File: src/rtl/serial_borrow_lookahead_subtractor_pkg.sv
// Shared definitions for the serial borrow-lookahead subtractor.
// Holds the digit width, the FSM state encoding and a small helper
// that evaluates two's-complement overflow from the operand and result
// sign bits.
package serial_borrow_lookahead_subtractor_pkg;

    localparam int DIGIT_W = 4;

    typedef enum logic [1:0] {
        IDLE = 2'b00,
        RUN  = 2'b01,
        DONE = 2'b10
    } state_t;

    // Subtraction overflows only when the operands differ in sign and the
    // result's sign no longer matches the minuend. The borrow-in cannot
    // change this outcome, so only the three sign bits are needed.
    function automatic logic signed_ovf(input logic a_msb,
                                        input logic b_msb,
                                        input logic d_msb);
        return (a_msb != b_msb) && (d_msb != a_msb);
    endfunction

endpackage

File: src/rtl/serial_borrow_lookahead_subtractor_cla4_sub.sv
// cla4_sub: combinational 4-bit borrow-lookahead subtract slice.
// Ports:
//   a4    in  4  minuend digit
//   b4    in  4  subtrahend digit
//   c_in  in  1  borrow into the digit
//   d4    out 4  a4 - b4 - c_in (low 4 bits)
//   c_out out 1  borrow out of the digit
module cla4_sub
    import serial_borrow_lookahead_subtractor_pkg::*;
(
    input  logic [DIGIT_W-1:0] a4,
    input  logic [DIGIT_W-1:0] b4,
    input  logic               c_in,
    output logic [DIGIT_W-1:0] d4,
    output logic               c_out
);

    logic [DIGIT_W-1:0] g;
    logic [DIGIT_W-1:0] p;
    logic [DIGIT_W:0]   c;

    // A bit generates a borrow when it is 0 and the subtrahend bit is 1;
    // it passes an incoming borrow through when the two bits are equal.
    // Every borrow is expanded directly from c_in so no bit waits on the
    // previous one.
    always_comb begin
        g    = ~a4 & b4;
        p    = ~(a4 ^ b4);
        c[0] = c_in;
        c[1] = g[0] | (p[0] & c_in);
        c[2] = g[1] | (p[1] & g[0]) | (p[1] & p[0] & c_in);
        c[3] = g[2] | (p[2] & g[1]) | (p[2] & p[1] & g[0])
             | (p[2] & p[1] & p[0] & c_in);
        c[4] = g[3] | (p[3] & g[2]) | (p[3] & p[2] & g[1])
             | (p[3] & p[2] & p[1] & g[0])
             | (p[3] & p[2] & p[1] & p[0] & c_in);
        d4    = a4 ^ b4 ^ c[DIGIT_W-1:0];
        c_out = c[DIGIT_W];
    end

endmodule

File: src/rtl/serial_borrow_lookahead_subtractor.sv
// serial_borrow_lookahead_subtractor: computes a - b - bin over WIDTH bits,
// one 4-bit digit per clock (LSB digit first). A single cla4_sub slice is
// reused for every digit, and the borrow between digits is kept in a register.
// Ports:
//   clk, rst_n          clock, synchronous active-low reset
//   in_valid/in_ready   operand handshake (a, b, bin)
//   out_valid/out_ready result handshake (diff, bout, zero, ovf)
//   diff  a - b - bin modulo 2^WIDTH
//   bout  unsigned borrow-out
//   zero  diff == 0
//   ovf   two's-complement overflow
module serial_borrow_lookahead_subtractor
    import serial_borrow_lookahead_subtractor_pkg::*;
#(
    parameter int WIDTH = 16
)(
    input  logic             clk,
    input  logic             rst_n,
    input  logic             in_valid,
    output logic             in_ready,
    input  logic [WIDTH-1:0] a,
    input  logic [WIDTH-1:0] b,
    input  logic             bin,
    output logic             out_valid,
    input  logic             out_ready,
    output logic [WIDTH-1:0] diff,
    output logic             bout,
    output logic             zero,
    output logic             ovf
);

    localparam int DIGITS = WIDTH / DIGIT_W;
    localparam int CNT_W  = (DIGITS > 1) ? $clog2(DIGITS) : 1;
    localparam logic [CNT_W-1:0] LAST = CNT_W'(DIGITS - 1);

    state_t             state;
    state_t             state_next;
    logic [WIDTH-1:0]   a_reg;
    logic [WIDTH-1:0]   b_reg;
    logic [WIDTH-1:0]   diff_reg;
    logic [WIDTH-1:0]   diff_next;
    logic               borrow_reg;
    logic               bout_reg;
    logic               zero_reg;
    logic               ovf_reg;
    logic [CNT_W-1:0]   cnt;
    logic [DIGIT_W-1:0] a_dig;
    logic [DIGIT_W-1:0] b_dig;
    logic [DIGIT_W-1:0] d_dig;
    logic               c4;
    logic               accept;
    logic               last_digit;

    assign accept     = in_valid & in_ready;
    assign last_digit = (state == RUN) && (cnt == LAST);

    // State register. Reset forces IDLE, which also abandons any operation
    // that is in progress.
    always_ff @(posedge clk) begin
        if (!rst_n) begin
            state <= IDLE;
        end else begin
            state <= state_next;
        end
    end

    // Next-state and handshake logic. in_ready is gated by rst_n so that it
    // stays low for as long as reset is held. The default branch sends the
    // unused encoding back to IDLE.
    always_comb begin
        state_next = state;
        in_ready   = 1'b0;
        out_valid  = 1'b0;
        case (state)
            IDLE: begin
                in_ready = rst_n;
                if (in_valid && rst_n) begin
                    state_next = RUN;
                end
            end
            RUN: begin
                if (cnt == LAST) begin
                    state_next = DONE;
                end
            end
            DONE: begin
                out_valid = 1'b1;
                if (out_ready) begin
                    state_next = IDLE;
                end
            end
            default: state_next = IDLE;
        endcase
    end

    // Select the current digit from the captured operands. The input ports
    // are never read here, so they cannot disturb a running operation.
    always_comb begin
        a_dig = '0;
        b_dig = '0;
        for (int k = 0; k < DIGITS; k++) begin
            if (cnt == CNT_W'(k)) begin
                a_dig = a_reg[k*DIGIT_W +: DIGIT_W];
                b_dig = b_reg[k*DIGIT_W +: DIGIT_W];
            end
        end
    end

    cla4_sub u_slice (
        .a4    (a_dig),
        .b4    (b_dig),
        .c_in  (borrow_reg),
        .d4    (d_dig),
        .c_out (c4)
    );

    // Merge the new digit into the result. On the last digit the flags are
    // computed from this merged value, so they see the complete result.
    always_comb begin
        diff_next = diff_reg;
        for (int k = 0; k < DIGITS; k++) begin
            if (cnt == CNT_W'(k)) begin
                diff_next[k*DIGIT_W +: DIGIT_W] = d_dig;
            end
        end
    end

    // Datapath registers: operand capture on accept, one digit per RUN cycle,
    // and flags on the final digit. The results are held until the next
    // operation overwrites them.
    always_ff @(posedge clk) begin
        if (!rst_n) begin
            a_reg      <= '0;
            b_reg      <= '0;
            diff_reg   <= '0;
            borrow_reg <= 1'b0;
            bout_reg   <= 1'b0;
            zero_reg   <= 1'b0;
            ovf_reg    <= 1'b0;
            cnt        <= '0;
        end else if (accept) begin
            a_reg      <= a;
            b_reg      <= b;
            borrow_reg <= bin;
            cnt        <= '0;
        end else if (state == RUN) begin
            diff_reg   <= diff_next;
            borrow_reg <= c4;
            cnt        <= cnt + 1'b1;
            if (last_digit) begin
                bout_reg <= c4;
                zero_reg <= (diff_next == '0);
                ovf_reg  <= signed_ovf(a_reg[WIDTH-1], b_reg[WIDTH-1],
                                       diff_next[WIDTH-1]);
            end
        end
    end

    assign diff = diff_reg;
    assign bout = bout_reg;
    assign zero = zero_reg;
    assign ovf  = ovf_reg;

endmodule
File: config.mk
export PLATFORM = sky130hd
export DESIGN_NAME = serial_borrow_lookahead_subtractor
export DESIGN_NICKNAME = d
export VERILOG_FILES = /design/src/rtl/serial_borrow_lookahead_subtractor_pkg.sv /design/src/rtl/serial_borrow_lookahead_subtractor_cla4_sub.sv /design/src/rtl/serial_borrow_lookahead_subtractor.sv
export SDC_FILE = /design/constraint.sdc
export NUM_CORES = 1
export LEC_CHECK = 0
export ABC_AREA = 1
export ABC_CLOCK_PERIOD_IN_PS = 5060
export BUFFER_PORTS_ARGS = -buffer_cell sky130_fd_sc_hd__buf_2
export CORE_AREA = 2 2 99 101
export CTS_CLUSTER_SIZE = 25
export DETAILED_ROUTE_END_ITERATION = 6
export DIE_AREA = 0 0 101 103
export GPL_TIMING_DRIVEN = 0
export PLACE_DENSITY = 0.55
export SYNTH_ARGS = -nofsm -noshare
export SYNTH_HDL_FRONTEND = slang
export SYNTH_SLANG_ARGS = --single-unit
File: constraint.sdc
create_clock -name clk -period 5.06 [get_ports clk]
set_input_delay 0.253 -clock clk [delete_from_list [all_inputs] [get_ports clk]]
set_output_delay 0.253 -clock clk [all_outputs]
set_load 0.01 [all_outputs]
==> results of run 1 <==
final cells by class:
type                       count  area share
buffer                        16      0.0247
inverter                      66      0.0765
timing repair buffer          56      0.0865
clock inverter                 3     0.00695
clock buffer                   5      0.0212
tap                          114      0.0440
multi-input combinational    247       0.394
sequential                    56       0.346
cell families (layout without fill, tap and decap cells):
family | Yosys count | after routing | share of synthesized area
simple gates | 145 | 145 | 0.225
compound gates | 92 | 92 | 0.194
buf+inv | 82 | 146 | 0.120
fa+ha+maj | 10 | 10 | 0.0487
flops | 56 | 56 | 0.411
per-layer routing:
| layer | up-vias | track usage | part of all wire |
|---|---|---|---|
| met5 | - | 0 | 0 |
| met4 | 0 | 0.0593 | 0.026 |
| met3 | 16 | 0.0264 | 0.039 |
| met2 | 48 | 0.256 | 0.47 |
| met1 | 1156 | 0.188 | 0.46 |
| li1 | 1364 | - | - |
power by group through the flow:
stage                     sequential (mW)  combinational [mW]  clock [mW]
after floorplan                     0.507               0.199           0
after global placement              0.504               0.287           0
final                               0.495               0.289       0.249
after global routing                0.500               0.333       0.273
after detailed placement            0.505               0.291           0
after CTS                           0.495               0.292       0.258
worst max-delay path by stage:
stage	start	to	slack [ns]	depth (start not counted)
2_1_floorplan	cnt[1]	zero	2.29	20
3_3_place_gp	cnt[1]	zero	1.56	20
3_5_place_dp	cnt[1]	zero	1.56	20
4_1_cts	cnt[1]	zero	1.53	20
5_1_grt	cnt[1]	zero	1.22	20
6_report	cnt[1]	zero	1.57	20
worst max-delay path, delay by kind of cell (launching register included):
family,cells,cell delay [ns]
buf+inv,5,0.66
flops,1,0.35
fa+ha+maj,2,0.86
compound gates,3,0.60
simple gates,10,0.97
synthesized netlist by cell type, drive strengths merged (3+ instances only):
| library cell | n |
|---|---|
| o21ai | 48 |
| a21oi | 19 |
| o22ai | 3 |
| o221ai | 5 |
| a22oi | 4 |
| nand3 | 25 |
| nand2 | 97 |
| inv | 65 |
| ha | 9 |
| buf | 9 |
| clkbuf | 7 |
| nor2 | 15 |
| dfxtp | 56 |
| o211ai | 7 |
| or2 | 6 |
stage by stage:
| stage | instance area [sq um] | std cells | hold WS [ns] | setup WS, ns |
|---|---|---|---|---|
| after floorplan | 2730 | 385 | 0.363 | 2.29 |
| after global placement | 3150 | 555 | 0.455 | 1.56 |
| after detailed placement | 3150 | 555 | 0.458 | 1.56 |
| after CTS | 3240 | 563 | 0.127 | 1.53 |
| after global routing | 3240 | 563 | 0.122 | 1.22 |
| final | 3240 | 563 | 0.131 | 1.57 |
==> results.txt, run 1 <==
CTS Hold Bufs: 0
Post-CTS Setup Bufs: 0
Req. time, crit path: 5.31 ns
Internal power: 0.682 mW
Clk_lat worst skew: 0.31 ns
Synthesized flop and latch total: 56
Routability cong.: 0.824
Mean area per synthesized cell: 7.08 sq um
Hold crit path type: input pin to flip-flop
Max Buffers Root-to-Sink: 2
FF-to-FF Start: cnt[1]
Element type at the critical path start: flip-flop
Crit Reg-Reg Endpoint: zero
Routed length per instance: 12.7 um
Most common cell after layout, fill and taps aside: nand2_1
Asr flop ratio synth: 0
Root buf cell: clkbuf_8
Layout cells sized above 1: 0.205
Std cell rows: 36
Synth Flop Type: dfxtp_1
Starting Density: 0.288
Synth Warn #: 0
CP peak stage delay: 0.52 ns
HP Start: a[7]
Largest net degree at the start of global routing: 19
Clock-pin slew on the worst setup and hold paths: 0.11 ns
Sw Pwr: 0.351 mW
Setup TNS: 0 ns
Final Util: 0.342
Critical path, cell by cell: inv_1 > ha_1 > inv_1 > buf_2 > nand2_1 > o221ai_1 > a22oi_1 > inv_1 > fa_1 > inv_1 > nand2_1 > nand2_1 > nand2_1 > nor2_1 > nand2_1 > nor2_1 > nand2_1 > nor2_1 > nand3_1 > a21oi_1
Sequential share of the synthesized area: 0.411
Outcome: finished, final reports clean
Final #Nets: 495
Power Dens Cells: 319 nW/um^2
Die Area: 10400 sq um
Die W: 101 um
Synth Net Count: 432
FMAX: 286 MHz
Critical path class: flip-flop to flip-flop
Setup Viol. Count Final: 0
Unique masters post-synth: 33
Hold depth: 3
Reg2Reg Depth: 20
Die height: 103 um
Vias in the first global route: 2658
Logic pwr share: 0.280
Total core area: 9460 sq um
Cells after Synth: 385
1st-iter DRT viols: 149
Switching Share: 0.340
Sequential Area: 1120 sq um
Worst Hold End: a_reg[7]
Top cells by area, synth: dfxtp_1, nand2_1, inv_1, o21ai_0, nand3_1
First-pass GRT wire length: 12.3 mm
RSZ-0062 raised after global routing: false
Detailed Routing Iterations Pass 1: 4
Total global routing overflow: 0
Top-area cell type share of the netlist area: 0.411
IO Port Bufs: 56
Final WL: 7.18 mm
Total GRT Usage: 0.150
Final Power: 1.03 mW
Initial antenna violation count: 0
Area of the multi-input gates: 1280 sq um
Max Slew Vio Count: 0
Filler cell count: 1051
CP Capture Type: flip-flop
Peak VDD IR: 0.000124 V
Max-slew headroom: 0.578
Routed Antenna Nets: 0
CTS H-tree depth: 2
CP max stage cell: fa_1
Fin Clk Skew: 0.00978 ns
Most frequent cells in the layout: nand2_1, buf_2, inv_1, dfxtp_1, o21ai_0
Lkg Pwr: 1.58 nW
Clock sinks: 56
# resized after CTS: 0
# IOs: 58
Number of antenna diodes: 0
HPWL Detailed: 5.59 mm
CTS tree: built
Mapped cell area: 2730 sq um
Arr. time, crit path: 3.74 ns
Fin crit period: 3.49 ns
Critical-path maximum fanout: 10
Vias: 2584
Area Growth Syn to Fin: 18.9%
Register share of total power: 0.479
Worst-margin pin slew: 0.634 ns
Final Cycle Share: 0.690
Cell taking the most area after synthesis: dfxtp_1
Maxcap violations: 0
Drt via density: 4.59
CTS Buf Count: 5
Power share of the clock group: 0.241
DRC: 0
Number of synthesized flops with an enable pin: 0
Final Hold Fails: 0
Reg2reg setup slack: 1.57 ns
Most frequent CP cell: nand2_1
(Power assumes the default switching activity.)
==> run 2: changes to the inputs <==
--- a/config.mk
+++ b/config.mk
@@ -5,15 +5,15 @@
 export SDC_FILE = /design/constraint.sdc
 export NUM_CORES = 1
 export LEC_CHECK = 0
-export ABC_AREA = 1
-export ABC_CLOCK_PERIOD_IN_PS = 5060
+export ABC_AREA = 0
+export ABC_CLOCK_PERIOD_IN_PS = 3200
 export BUFFER_PORTS_ARGS = -buffer_cell sky130_fd_sc_hd__buf_2
-export CORE_AREA = 2 2 99 101
+export CORE_AREA = 2 2 98 100
 export CTS_CLUSTER_SIZE = 25
 export DETAILED_ROUTE_END_ITERATION = 6
-export DIE_AREA = 0 0 101 103
+export DIE_AREA = 0 0 100 102
 export GPL_TIMING_DRIVEN = 0
-export PLACE_DENSITY = 0.55
+export PLACE_DENSITY = 0.57
 export SYNTH_ARGS = -nofsm -noshare
 export SYNTH_HDL_FRONTEND = slang
 export SYNTH_SLANG_ARGS = --single-unit
==> constraint.sdc (replaced) <==
create_clock -name clk -period 3.2 [get_ports clk]
set_input_delay 0.16 -clock clk [delete_from_list [all_inputs] [get_ports clk]]
set_output_delay 0.16 -clock clk [all_outputs]
set_load 0.01 [all_outputs]
==> results.txt, run 2 <==
Critical path, cell by cell: inv_1 > ha_1 > clkbuf_2 > clkbuf_4 > a21oi_1 > a21oi_1 > o21ai_1 > ha_1 > a41o_1 > a21oi_4 > xnor2_4 > or3b_1 > a31oi_1
Fin crit period: 3.03 ns
CP peak stage delay: 0.38 ns
Routability cong.: 0.853
GR Layer Usage met1: 0.178
Max Slew Vio Count: 0
Total core area: 9110 sq um
Die Area: 10200 sq um
Internal power: 1.17 mW
Clock-pin slew on the worst setup and hold paths: 0.10 ns
Drt via density: 4.80
Final Non-Filler Cells: 524
Die height: 102 um
Cells after Synth: 345
Setup Viol. Count Final: 0
Starting Density: 0.291
Total global routing overflow: 0
FMAX: 330 MHz
Setup TNS: 0 ns
Final Hold Fails: 0
Reg2reg setup slack: 0.17 ns
Vias: 2517
Synthesized flop and latch total: 56
Critical path class: flip-flop to flip-flop
Most common cell after layout, fill and taps aside: nand2_1
IO Port Bufs: 57
Power share of the clock group: 0.300
Sw Pwr: 0.503 mW
CP Capture Type: flip-flop
Synth Warn #: 0
Routed Antenna Nets: 0
Layout cells sized above 1: 0.206
First-pass GRT wire length: 11.0 mm
Asr flop ratio synth: 0
Power Dens Cells: 513 nW/um^2
Number of antenna diodes: 0
Area Growth Syn to Fin: 23.0%
Max Buffers Root-to-Sink: 2
Largest net degree at the start of global routing: 18
Commonest cells post-synth: nand2_1, dfxtp_1, o21ai_0, nor2_1, a21oi_1
Placed Area: 3080 sq um
Total GRT Usage: 0.136
Mapped cell area: 2660 sq um
Cell taking the most area after synthesis: dfxtp_1
Hold crit path type: input pin to flip-flop
Lkg Pwr: 1.34 nW
Unique masters post-synth: 34
1st-iter DRT viols: 127
CTS Hold Bufs: 0
Synth Net Count: 392
Worst-margin pin slew: 0.642 ns
CTS H-tree depth: 2
Arr. time, crit path: 3.28 ns
Top cells by area, synth: dfxtp_1, nand2_1, o21ai_0, a21oi_1, ha_1
Final WL: 7.12 mm
Final std cell area, no fill: 3270 sq um
Clk_lat worst skew: 0.32 ns
Clock sinks: 56
Register share of total power: 0.460
Detailed Routing Iterations Pass 1: 4
Max-slew headroom: 0.569
Sequential share of the synthesized area: 0.422
CTS Buf Count: 5
Number of synthesized flops with an enable pin: 0
Outcome: finished, final reports clean
Req. time, crit path: 3.45 ns
Vias in the first global route: 2308
Placed cells: 513
Dominant cell by count in the synthesized netlist: nand2_1
CTS tree: built
Final #Nets: 459
GR peak layer: met2
DRC: 0
RSZ-0062 raised after global routing: false
HPWL Detailed: 5.27 mm
Root buf cell: clkbuf_8
Met3 Use GR: 0.0246
Switching Share: 0.301
Element type at the critical path start: flip-flop
Maxcap violations: 0
Logic pwr share: 0.240
Die W: 100 um
Routed length per instance: 13.6 um
Initial antenna violation count: 0
Final Cycle Share: 0.947
Critical-path maximum fanout: 10
Filler cell count: 1004
# IOs: 58
Fin Clk Skew: 0.0122 ns
Std cell rows: 35
Top-area cell type share of the netlist area: 0.422
Most frequent cells in the layout: nand2_1, buf_2, dfxtp_1, o21ai_0, nor2_1
Synth Flop Type: dfxtp_1
Peak VDD IR: 0.000248 V
CP delay by family, top: compound AO/OA/AOI/OAI gates
CP max stage cell: ha_1
Mean area per synthesized cell: 7.70 sq um
Met2 Track Usage GR: 0.232
Worst path bufs/invs: 3
## run 2: cell types whose count changed after synthesis, moves of 5 or more
cell	change
o21ai_0	-8
clkbuf_1	+14
inv_1	-51
o221ai_1	-5
nand2_1	-15
a21oi_1	+7
a211oi_1	+13
o211ai_1	-6
mux2i_1	+7
nand3b_1	+11
or2_2	-6
inv_2	-6
nand3_1	-23
nor2_1	+16
## run 2: cell families after synthesis
group / after synthesis / synth area share
AOI/OAI and AO/OA: 93 / 0.202
xor gates and xnor gates: 4 / 0.0160
adders and majority gates: 10 / 0.0500
buffers and inverters: 34 / 0.0500
DFF: 56 / 0.422
muxes: 7 / 0.0264
and+or+nand+nor: 141 / 0.234
## run 2: final timing paths
kind,from,endpoint,cells after the start
setup / recovery,cnt[0],ovf,13
hold reg to reg,b_reg[5],b_reg[5],2
setup reg to reg,cnt[0],ovf,13
hold / removal,a[1],a_reg[1],3
## run 2: worst reg2reg max path: cells and delay by family, from the launching register on
| family | cells | cell delay [ns] |
|---|---|---|
| XOR/XNOR | 1 | 0.11 |
| adder cells (fa/ha/maj) | 2 | 0.58 |
| AND/OR/NAND/NOR | 1 | 0.35 |
| flip-flops | 1 | 0.36 |
| buffers and inverters | 3 | 0.61 |
| AO/OA/AOI/OAI | 6 | 0.97 |
## run 2: what timing repair did
action	4_1_cts	5_1_grt
resized for setup	10	12
buffers inserted	1	2
endpoints found under the setup margin	15	3
pin swaps	0	3
## run 2: through the flow
stage                     setup WS [ns]  utilization  hold slack (ns)  power (mW)
after floorplan                   0.313            -            0.269        1.02
after global placement           -0.263        0.338            0.357        1.14
after detailed placement         -0.326        0.338            0.361        1.14
after CTS                        0.0372        0.356           0.0316        1.67
after global routing            0.00936        0.359           0.0307        1.75
final                             0.169        0.359           0.0357        1.67
## run 2: final cells by class
cell class	instances	area [sq um]	share of cell area
repair buffers	60	308	0.0943
clock inverters	2	38.8	0.0119
plain buffers	25	118	0.0360
multi-input cells	255	1420	0.436
well taps	111	139	0.0425
flip-flops and latches	56	1120	0.344
inverters	9	33.8	0.0103
clock buffers	6	82.6	0.0253
## run 2: metal layers
metal,share of wire,up-vias
li1,-,1299
met2,0.47,56
met1,0.48,1152
met4,0.013,0
met3,0.039,10
met5,0,-
## run 2: power groups by stage
stage / clock [mW] / combinational (mW) / sequential (mW)
after global routing: 0.534 / 0.445 / 0.776
after CTS: 0.510 / 0.385 / 0.770
after global placement: 0 / 0.351 / 0.785
final: 0.502 / 0.402 / 0.771
after floorplan: 0 / 0.242 / 0.783
after detailed placement: 0 / 0.358 / 0.786
